===== src/rtl/debug_tx_arbiter.sv =====
// ============================================================================
// Module   : debug_tx_arbiter
// Purpose  : Round-robin arbiter granting message requesters access to a
//            single debug protocol transmitter. Define DEBUG_TX_PRIORITY_EN
//            to give requester 0 strict priority over the others.
// Revision : 1.0 - initial release
// ============================================================================
`default_nettype none

module debug_tx_arbiter #(
  parameter int NUM_REQ = 4
) (
  input  logic                 clock,
  input  logic                 reset,
  input  logic [NUM_REQ-1:0]   req,
  output logic [NUM_REQ-1:0]   reqAck,
  output logic [NUM_REQ-1:0]   grant,
  input  logic [8*NUM_REQ-1:0] reqMsgType,
  input  logic [8*NUM_REQ-1:0] reqMsgLen,
  input  logic [8*NUM_REQ-1:0] reqMsgData,
  output logic [7:0]           reqDataIndex,
  output logic [NUM_REQ-1:0]   reqDataLoad,
  output logic [7:0]           txMsgType,
  output logic [7:0]           txMsgLen,
  output logic [7:0]           txMsgData,
  input  logic [7:0]           txMsgDataIndex,
  input  logic                 txMsgDataLoad,
  output logic                 send,
  input  logic                 sendComplete
);

  localparam int IW = (NUM_REQ > 1) ? $clog2(NUM_REQ) : 1;

  typedef enum logic [1:0] {
    ST_IDLE  = 2'd0,
    ST_START = 2'd1,
    ST_BUSY  = 2'd2,
    ST_DONE  = 2'd3
  } state_t;

  state_t             r_state;
  logic [NUM_REQ-1:0] r_grant;
  logic [NUM_REQ-1:0] r_ack;
  logic               r_send;
  logic [IW-1:0]      r_last;
  logic [IW-1:0]      r_gidx;

  logic [IW-1:0]      w_win_idx;
  logic               w_win_valid;
  logic [IW-1:0]      w_cand;
  logic [7:0]         w_type;
  logic [7:0]         w_len;
  logic [7:0]         w_data;

  // Winner search begins just after the last served requester.
  always_comb begin
    w_win_idx   = '0;
    w_win_valid = 1'b0;
    w_cand      = '0;
`ifdef DEBUG_TX_PRIORITY_EN
    if (req[0]) begin
      w_win_valid = 1'b1;
    end else begin
      for (int i = 0; i < NUM_REQ - 1; i++) begin
        w_cand = IW'(((int'(r_last) + i) % (NUM_REQ - 1)) + 1);
        if (!w_win_valid && req[w_cand]) begin
          w_win_valid = 1'b1;
          w_win_idx   = w_cand;
        end
      end
    end
`else
    for (int i = 0; i < NUM_REQ; i++) begin
      w_cand = IW'((int'(r_last) + 1 + i) % NUM_REQ);
      if (!w_win_valid && req[w_cand]) begin
        w_win_valid = 1'b1;
        w_win_idx   = w_cand;
      end
    end
`endif
  end

  always_ff @(posedge clock) begin
    if (reset) begin
      r_state <= ST_IDLE;
      r_grant <= '0;
      r_ack   <= '0;
      r_send  <= 1'b0;
      r_last  <= IW'(NUM_REQ - 1);
      r_gidx  <= '0;
    end else begin
      r_ack  <= '0;
      r_send <= 1'b0;
      case (r_state)
        ST_IDLE: begin
          if (w_win_valid) begin
            r_grant <= {{(NUM_REQ-1){1'b0}}, 1'b1} << w_win_idx;
            r_gidx  <= w_win_idx;
            r_send  <= 1'b1;
            r_state <= ST_START;
          end
        end
        ST_START: begin
          r_state <= ST_BUSY;
        end
        ST_BUSY: begin
          if (sendComplete) begin
            r_ack   <= r_grant;
            r_state <= ST_DONE;
          end
        end
        ST_DONE: begin
          r_grant <= '0;
`ifdef DEBUG_TX_PRIORITY_EN
          // Requester 0 sits outside the rotation, so its grants leave the pointer alone.
          if (r_gidx != '0) r_last <= r_gidx;
`else
          r_last <= r_gidx;
`endif
          r_state <= ST_IDLE;
        end
        default: r_state <= ST_IDLE;
      endcase
    end
  end

  always_comb begin
    w_type = '0;
    w_len  = '0;
    w_data = '0;
    for (int i = 0; i < NUM_REQ; i++) begin
      if (r_grant[i]) begin
        w_type = w_type | reqMsgType[i*8 +: 8];
        w_len  = w_len  | reqMsgLen[i*8 +: 8];
        w_data = w_data | reqMsgData[i*8 +: 8];
      end
    end
  end

  assign grant        = r_grant;
  assign reqAck       = r_ack;
  assign send         = r_send;
  assign txMsgType    = w_type;
  assign txMsgLen     = w_len;
  assign txMsgData    = w_data;
  assign reqDataIndex = txMsgDataIndex;
  assign reqDataLoad  = r_grant & {NUM_REQ{txMsgDataLoad}};

endmodule

`default_nettype wire

===== config.mk =====
export PLATFORM = sky130hd
export DESIGN_NAME = debug_tx_arbiter
export DESIGN_NICKNAME = d
export VERILOG_FILES = /design/src/rtl/debug_tx_arbiter.sv
export SDC_FILE = /design/constraint.sdc
export NUM_CORES = 1
export LEC_CHECK = 0
export ABC_CLOCK_PERIOD_IN_PS = 1300
export CORE_ASPECT_RATIO = 2
export CORE_MARGIN = 5
export CORE_UTILIZATION = 24
export DETAILED_ROUTE_END_ITERATION = 7
export HOLD_SLACK_MARGIN = 0.06
export PLACE_DENSITY = 0.88
export SKIP_LAST_GASP = 1
export SLEW_MARGIN = 0
export SYNTH_ARGS = -nofsm -noshare
export SYNTH_HDL_FRONTEND = slang
export SYNTH_SLANG_ARGS = --single-unit
export TNS_END_PERCENT = 5

===== constraint.sdc =====
create_clock -name clock -period 1.3 [get_ports clock]
set_input_delay 0.26 -clock clock [delete_from_list [all_inputs] [get_ports clock]]
set_output_delay 0.26 -clock clock [all_outputs]
set_load 0.02 [all_outputs]

# Word-level counts from Yosys, hierarchy flattened
# Index checks and enable logic that the tools add are counted.
# totals
elab_cells	80
register_bits	15
# classes
n_reduce_logical	13
bitwise	13
n_mux	34
n_eq_ne	5
addsub	4
n_lt_le_gt_ge	4
n_shift	1
# ops
cell	n
$mux W8	12
$or A8 B8 Y8	9
$lt A2 B3 Y1 const B	4
$mux W2	6
$mux W1	9
$bmux W1 S2	4
$pmux W2 S4	1
$pmux W4 S2	1
$add A2 B2 Y2 const B	3
$reduce_and A2 Y1	3
$and A4 B4 Y4	1
$eq A2 B2 Y1 const B	2
$mux W4	1
$ne A2 B2 Y1 const B	2
$shl A1 B2 Y4 const A	1
$logic_and A1 B1 Y1	3
$logic_not A1 Y1	3
$not A1 Y1	3
$reduce_or A3 Y1	1
$add A2 B1 Y2 const B	1
$eq A2 B1 Y1 const B	1
$logic_not A2 Y1	1
$reduce_bool A2 Y1	1
$reduce_or A2 Y1	1

# Logic depth before layout (Yosys ltp)
# Gate-level depths: netlist of the first run.
# logic_depth
depth_word	16
mapped_depth	6

# Worst setup path after synthesis of the first run
# No wires, ideal clock.
# synth_timing
path_kind	reg-to-output
start	reg r_grant[0] (netlist: grant[0])
end	out txMsgData[3]
required_time_ns	1.040
n_path_buf	2
path_stages_with_launch	5
arrival_time_ns	1.301
path_slack_ns	-0.261
cell_sequence	dfxtp_1 > clkbuf_1 > buf_1 > a22oi_1 > nand2_1
# synth_between
elab_chain_cells	7
# synth_lines
element	line	rtl
from (decl)	42	logic [NUM_REQ-1:0] r_grant;
from (signal assigned)	97	r_grant <= {{(NUM_REQ-1){1'b0}}, 1'b1} << w_win_idx;
$mux W8 *	132	if (r_grant[i]) begin
$or A8 B8 Y8	135	w_data = w_data | reqMsgData[i*8 +: 8];
$mux W8 *	132	
$or A8 B8 Y8	135	
$mux W8 *	132	
$or A8 B8 Y8	135	
$mux W8 *	132	
to (decl)	25	output logic [7:0] txMsgData,
# Mark *: on every way between the ends. The rest lies on a longest branch, timed or not.

# Worst setup path in the final report of the first run
# layout_timing
start	reg r_grant[2] (netlist: grant[2])
end	out txMsgType[0]
# layout_between
elab_chain_cells	3
# layout_lines
element	line	rtl
$mux W8 *	132	
$or A8 B8 Y8	133	w_type = w_type | reqMsgType[i*8 +: 8];
$mux W8 *	132	
to (decl)	23	output logic [7:0] txMsgType,
# Marked as above.

==> reports/qor.yml, run 1 <==
logic_synthesis:
  syn_area_mm2: 0.001289
  synth_fa_ha_area_frac: 0.03883
  synthSimpleGateAreaFrac: 0.1981
  synth-seq-area-share: 0.2330
  async_flop_share: 0
  synth_xor_area_frac: 0
  synth_compound_area_frac: 0.4136
  synth_top_family_by_area: "compound AO/OA/AOI/OAI gates"
  yosysWarnings: 0
  ys_types: 32
  yosys_register_bits: 15
  syn_inst: 165
  synth-edff-count: 0
  synthMuxAreaShare: 0.02330
  synth_fp_nets: 281
  synth_ff_type: "dfxtp_1"
  avgSynthCellArea_um2: 7.811
timing:
  worstMarginPinSlew_ns: 0.3679
  slew_headroom: 0.7527
  finalCriticalPeriod_ns: 1.465
  final-setup-viol-count: 44
  rsz0062_at_grt: "yes"
  fmax_ghz: 0.6826
  final_max_slew_viol_count: 0
  timing.final.ws_setup_ns: -0.1651
  timing.setup.tns_ns: -4.960
  skew_ns: 0.0008664
  fin_crit_sh: 1.127
  hold_violations: 0
floorplan:
  rows: 37
  start_util: 0.2486
  dieArea_mm2: 0.007024
  die-width_um: 61.82
  dieHeight_um: 113.6
  core_region_area_mm2: 0.005185
  ios: 157
worst_setup_path:
  critPathSlowestCell: "dfxtp_4"
  startpoint: "grant[2]"
  path_delay_family: "flip-flops"
  crit_path_start_kind: "register"
  worst_ep_arrival_time_ns: 1.21
  path_class: "reg2out"
  slowest_delay_ns: 0.36
  worstReg2RegStart: "r_state[0]"
  end_kind: "primary output"
  cp.required_ns: 1.04
  crit_fanout: 14
  crit_buf_inv: 2
  crit_chain: "buf_12, a22oi_2, nand2_2, buf_6"
clock_tree:
  cts_tree: "done"
  worstSkewPairLatency_ns: 0.25
  cts_hold_buf: 0
  clk_pin_slew_ns: 0.06
  cts_buffer_depth: 2
  numCtsBuffers: 3
  cts-htree-levels: 1
  cts_root_buf: "clkbuf_8"
  cts.sinks: 15
global_routing:
  antenna_found_initial: 0
  overflow: 0
  grt_max_degree: 16
  grt_pass1_vias: 2106
  grt_pass1_wl_um: 9963
  grt_util_all_layers: 0.1870
placed_design:
  place_congestion: 0.8337
  portBuffers: 140
  post-place-ws_ns: -0.5008
  dp_hpwl_um: 5293
status:
  violations: "negative setup slack"
  outcome: "finished, violations left"
pwr:
  p_leak_uw: 0.001312
  p_total_uw: 4133
  peakVddDrop_mv: 0.9198
  power.density_mw_per_mm2: 1299
detailed_routing:
  num_vias: 1926
  drt_wl_total_um: 7005
  wire_per_inst_um: 18.93
  dr.first_iter.drc_count: 73
  vias_per_cell: 5.205
  remaining_drc_errors: 0
  drtAntennaViolNets: 0
  drtPass1Iterations: 4
layout:
  drive_gt1_frac: 0.4199
  finalNetCount: 429
  antenna_cells: 0
  area_growth_pct: 146.9
run:
  cap_violations: 0
min_path:
  hold_path.class: "reg2reg"
  worstHoldStart: "r_gidx[1]"
-- synthesized netlist by cell type (all sizes together), types with 2 or more instances --
cell | n | area, um2
a211o | 2 | 17.52
a21oi | 4 | 23.77
a22oi | 48 | 360.4
a32o | 2 | 22.52
and2 | 8 | 50.05
buf | 10 | 67.57
clkbuf | 11 | 41.29
dfxtp | 15 | 300.3
ha | 4 | 50.05
inv | 3 | 11.26
mux2i | 3 | 30.03
nand2 | 28 | 107.6
nand2b | 2 | 12.51
nor2 | 6 | 22.52
nor2b | 4 | 25.02
or2 | 2 | 12.51
-- flip-flops by register name (all words and copies together) (netlist names) --
name     count
grant        4
r_gidx       2
r_last       2
r_state      2
reqAck       4
send         1
-- logic make-up (layout without fill, tap and decap cells) --
kind of cell | Yosys count | in the layout
AOI/OAI and AO/OA | 66 | 66
and+or+nand+nor | 53 | 53
buffers and inverters | 24 | 171
DFF | 15 | 15
adders and majority gates | 4 | 4
muxes | 3 | 3
-- timing repair --
item / in CTS / in global routing
resized for setup: 187 / 17
setup endpoints to repair: 45 / 45
cloned: 3 / 0
setup buffers: 1 / 0
pin swaps: 12 / 3
-- area by class of cell --
cell class | count | area (um2)
clock inverters | 1 | 5.005
flip-flops and latches | 15 | 312.8
clock buffers | 3 | 41.29
well taps | 58 | 72.57
fillers | 423 | 2003
repair buffers | 164 | 1607
inverters | 3 | 11.26
multi-input cells | 126 | 1132
-- where the power goes --
group          total, uW  internal, uW  switching, uW
logic               3090          1570           1520
registers            667           568           98.2
clock network        378           212            165
-- worst paths after layout --
kind                  endpoint  slack [ns]  cells after the start
hold reg to reg      r_last[1]        0.49                      1
setup reg to reg      grant[2]       -0.10                      5
setup / recovery  txMsgType[0]       -0.17                      4
hold / removal       r_last[1]        0.49                      1
-- cells in the final DEF, fill, tap and decap left out, types with 2 or more instances in the layout --
master / count
a211o_1: 2
mux2i_1: 3
inv_1: 3
clkdlybuf4s15_2: 4
nand2_2: 19
a21oi_1: 2
clkdlybuf4s15_1: 2
and2_2: 2
a32o_2: 2
nand2_1: 9
buf_8: 2
a22oi_1: 10
clkbuf_8: 3
dfxtp_4: 3
clkdlybuf4s50_1: 103
dfxtp_1: 11
buf_2: 16
nor2_1: 6
dlygate4sd2_1: 5
buf_4: 15
a22oi_2: 38
ha_1: 3
buf_6: 11
or2_2: 2
and2_1: 6
nor2b_1: 4
nand2b_1: 2
buf_12: 4
-- per-stage QoR --
step | std cells | hold slack (ns) | util | area [um2]
2_1_floorplan | 165 | 0.4267 | - | 1366
3_3_place_gp | 362 | 0.4433 | 0.5562 | 2884
3_5_place_dp | 362 | 0.4723 | 0.5562 | 2884
4_1_cts | 370 | 0.4863 | 0.6028 | 3126
5_1_grt | 370 | 0.5200 | 0.6137 | 3182
6_report | 370 | 0.4921 | 0.6137 | 3182
-- layer usage --
metal,up-vias,routed length (um),global-route usage,part of all wire
met2,105,4038,0.3695,0.58
met3,31,596,0.04417,0.085
li1,906,-,-,-
met4,0,348,0.09632,0.050
met5,-,0,0,0
met1,884,2022,0.1537,0.29
-- worst reg2reg max path: cells and delay by family (launching register included) --
family,cells,cell delay (ns)
buffers and inverters,1,0.09
flip-flops,1,0.36
AND/OR/NAND/NOR,1,0.31
adder cells (fa/ha/maj),1,0.23
AO/OA/AOI/OAI,2,0.33
No activity file was read; power rests on OpenSTA's default activity.
==> run 2, diff against run 1 <==
PLACE_DENSITY = 0.78   (was 0.88)
==> run 2 against run 1 <==
The run still ends with negative setup slack left. Clock power hardly changed. Combinational power hardly changed. Design area is 0.47% lower. Routed wire length is 2.0% lower. Maximum frequency is 1.1% higher. Hold slack worse by 0.0040 ns. Register-to-register slack better by 0.07 ns. Total power is 0.22% lower. Critical path type unchanged. Critical endpoint unchanged.
==> reports/qor.yml, run 2 (synthesis gave the netlist of run 1 again) <==
status:
  outcome: "finished, violations left"
  violations: "negative setup slack"
global_routing:
  grt_max_degree: 19  # +3
  overflow: 0  # unchanged
  grt_pass1_vias: 2012  # -4.5%
  grt_pass1_wl_um: 9666  # -3.0%
  antenna_found_initial: 0  # unchanged
  grt_util_all_layers: 0.1843  # -0.002669
timing:
  slew_headroom: 0.7826  # +0.02990
  fmax_ghz: 0.6900  # +1.1%
  hold_violations: 0  # unchanged
  final_max_slew_viol_count: 0  # unchanged
  skew_ns: 0.0009090  # +0.00004255 ns
  finalCriticalPeriod_ns: 1.449  # -0.01585 ns
  timing.final.ws_setup_ns: -0.1492  # +0.01585 ns
  final-setup-viol-count: 41  # -6.8%
  rsz0062_at_grt: "yes"
  fin_crit_sh: 1.115  # -0.01219
  worstMarginPinSlew_ns: 0.3250  # -0.04289 ns
placed_design:
  place_congestion: 0.8885  # +6.6%
  portBuffers: 140  # unchanged
  dp_hpwl_um: 5209  # -1.6%
  placed_area_mm2: 0.002909  # +0.87%
  post-place-ws_ns: -0.4916  # +0.009259 ns
clock_tree:
  cts_root_buf: "clkbuf_8"
  worstSkewPairLatency_ns: 0.25  # about the same
  cts_buffer_depth: 2  # unchanged
  cts_hold_buf: 0  # unchanged
  cts-htree-levels: 1  # unchanged
  cts_tree: "done"
  numCtsBuffers: 3  # unchanged
  clk_pin_slew_ns: 0.06  # about the same
  cts.sinks: 15  # unchanged
detailed_routing:
  dr.first_iter.drc_count: 47  # -36%
  drt_wl_total_um: 6868  # -2.0%
  drtAntennaViolNets: 0  # unchanged
  drtPass1Iterations: 4  # unchanged
  vias_per_cell: 5.086  # -2.3%
  num_vias: 1882  # -2.3%
  remaining_drc_errors: 0  # unchanged
  wire_per_inst_um: 18.56  # -2.0%
floorplan:
  rows: 37  # unchanged
  ios: 157  # unchanged
  die-width_um: 61.82  # unchanged
  dieHeight_um: 113.6  # unchanged
  core_region_area_mm2: 0.005185  # unchanged
  start_util: 0.2486  # unchanged
  dieArea_mm2: 0.007024  # unchanged
worst_setup_path:
  crit_fanout: 6  # -8
  cp-endpoint: "txMsgType[0]"
  r2r_cells: 6  # +1
  crit_chain: "buf_4, a22oi_1, nand2_2, buf_2"
  reg2reg_slack_ns: -0.03  # +0.07 ns
  crit_path_start_kind: "register"
  cp.required_ns: 1.04  # about the same
  slowest_delay_ns: 0.36  # about the same
  startpoint: "grant[0]"
  worst_ep_arrival_time_ns: 1.19  # -0.02 ns
  worstReg2RegEnd: "r_state[1]"
  end_kind: "primary output"
  worstReg2RegStart: "r_state[1]"
  critPathSlowestCell: "dfxtp_4"
  path_class: "reg2out"
pwr:
  power.density_mw_per_mm2: 1302  # +0.25%
  peakVddDrop_mv: 0.9408  # +2.3%
  p_leak_uw: 0.001315  # +0.23%
layout:
  fin_area_mm2: 0.003167  # -0.47%
  antenna_cells: 0  # unchanged
  layout_common_cells: "clkdlybuf4s50_1, a22oi_2, buf_4"
  drive_gt1_frac: 0.4263  # +0.006410
  fin_util: 0.6108  # -0.002895
  final_common_cell: "clkdlybuf4s50_1"
  nFillCells: 449  # +6.1%
  area_growth_pct: 145.7
  finalNetCount: 429  # unchanged
min_path:
  hold_path_depth: 1  # unchanged
  hold_path.class: "reg2reg"
run:
  cap_violations: 0  # unchanged
run 2: changes by cell type in the layout (fill, tap and decap cells not counted), moves of 4 or more:
cell / change
dfxtp_2: +4
dfxtp_1: -4
buf_4: +6
buf_6: -4
a22oi_2: -5
a22oi_1: +5
run 2: area by class of cell:
cell class / instances / area (um2) / area share
Timing Repair Buffer: 164 / 1589 / 0.5018
Multi-Input combinational cell: 126 / 1130 / 0.3568
Sequential cell: 15 / 317.8 / 0.1004
Tap cell: 58 / 72.57 / 0.02292
Clock buffer: 3 / 41.29 / 0.01304
Inverter: 3 / 11.26 / 0.003556
Clock inverter: 1 / 5.005 / 0.001580
run 2: worst min path at each step:
stage	startpoint	end	slack (ns)
4_1_cts	r_gidx[1]	r_last[1]	0.48
2_1_floorplan	req[2]	send	0.43
6_report	r_gidx[1]	r_last[1]	0.49
3_5_place_dp	r_gidx[1]	r_last[1]	0.46
3_3_place_gp	r_gidx[0]	r_last[0]	0.44
5_1_grt	r_gidx[0]	r_last[0]	0.50
run 2: layer usage:
| layer | GRT usage | vias to the layer above | wire [um] |
|---|---|---|---|
| met5 | 0 | - | 0 |
| met4 | 0.09207 | 0 | 288 |
| met3 | 0.04417 | 20 | 601 |
| met2 | 0.3422 | 93 | 3828 |
| met1 | 0.1741 | 864 | 2150 |
| li1 | - | 905 | - |
run 2: worst max-delay path: cells and delay by family, from the launching register on:
kind,cells,cell delay [ns]
flip-flops,1,0.36
buffers and inverters,2,0.32
AO/OA/AOI/OAI,1,0.20
AND/OR/NAND/NOR,1,0.06
run 2: per-stage QoR:
step	hold slack (ns)	std cells	power, uW	setup TNS, ns
floorplan	0.4267	165	2156	-0.3225
global placement	0.4421	362	3523	-16.65
detailed placement	0.4610	362	3564	-16.94
CTS	0.4784	369	4000	-5.204
global route	0.4966	370	4361	-6.245
finish	0.4881	370	4124	-4.302
run 2: report_power, final:
part,total [uW],switching (uW),internal (uW),leakage [uW]
Clock,378,166,212,0.0000255
Combinational,3060,1510,1550,0.00117
Sequential,689,111,578,0.000125
run 2: timing repair:
action	CTS	global route
setup buffers	1	0
gates cloned	2	1
gates resized for setup	170	24
setup endpoints to repair	45	45
pin swaps	12	4
==> run 3, diff against run 2 <==
CAP_MARGIN = 40   (was not set)
==> results of run 3 <==
Final layout, timing and power as in run 2 (identical DEF).
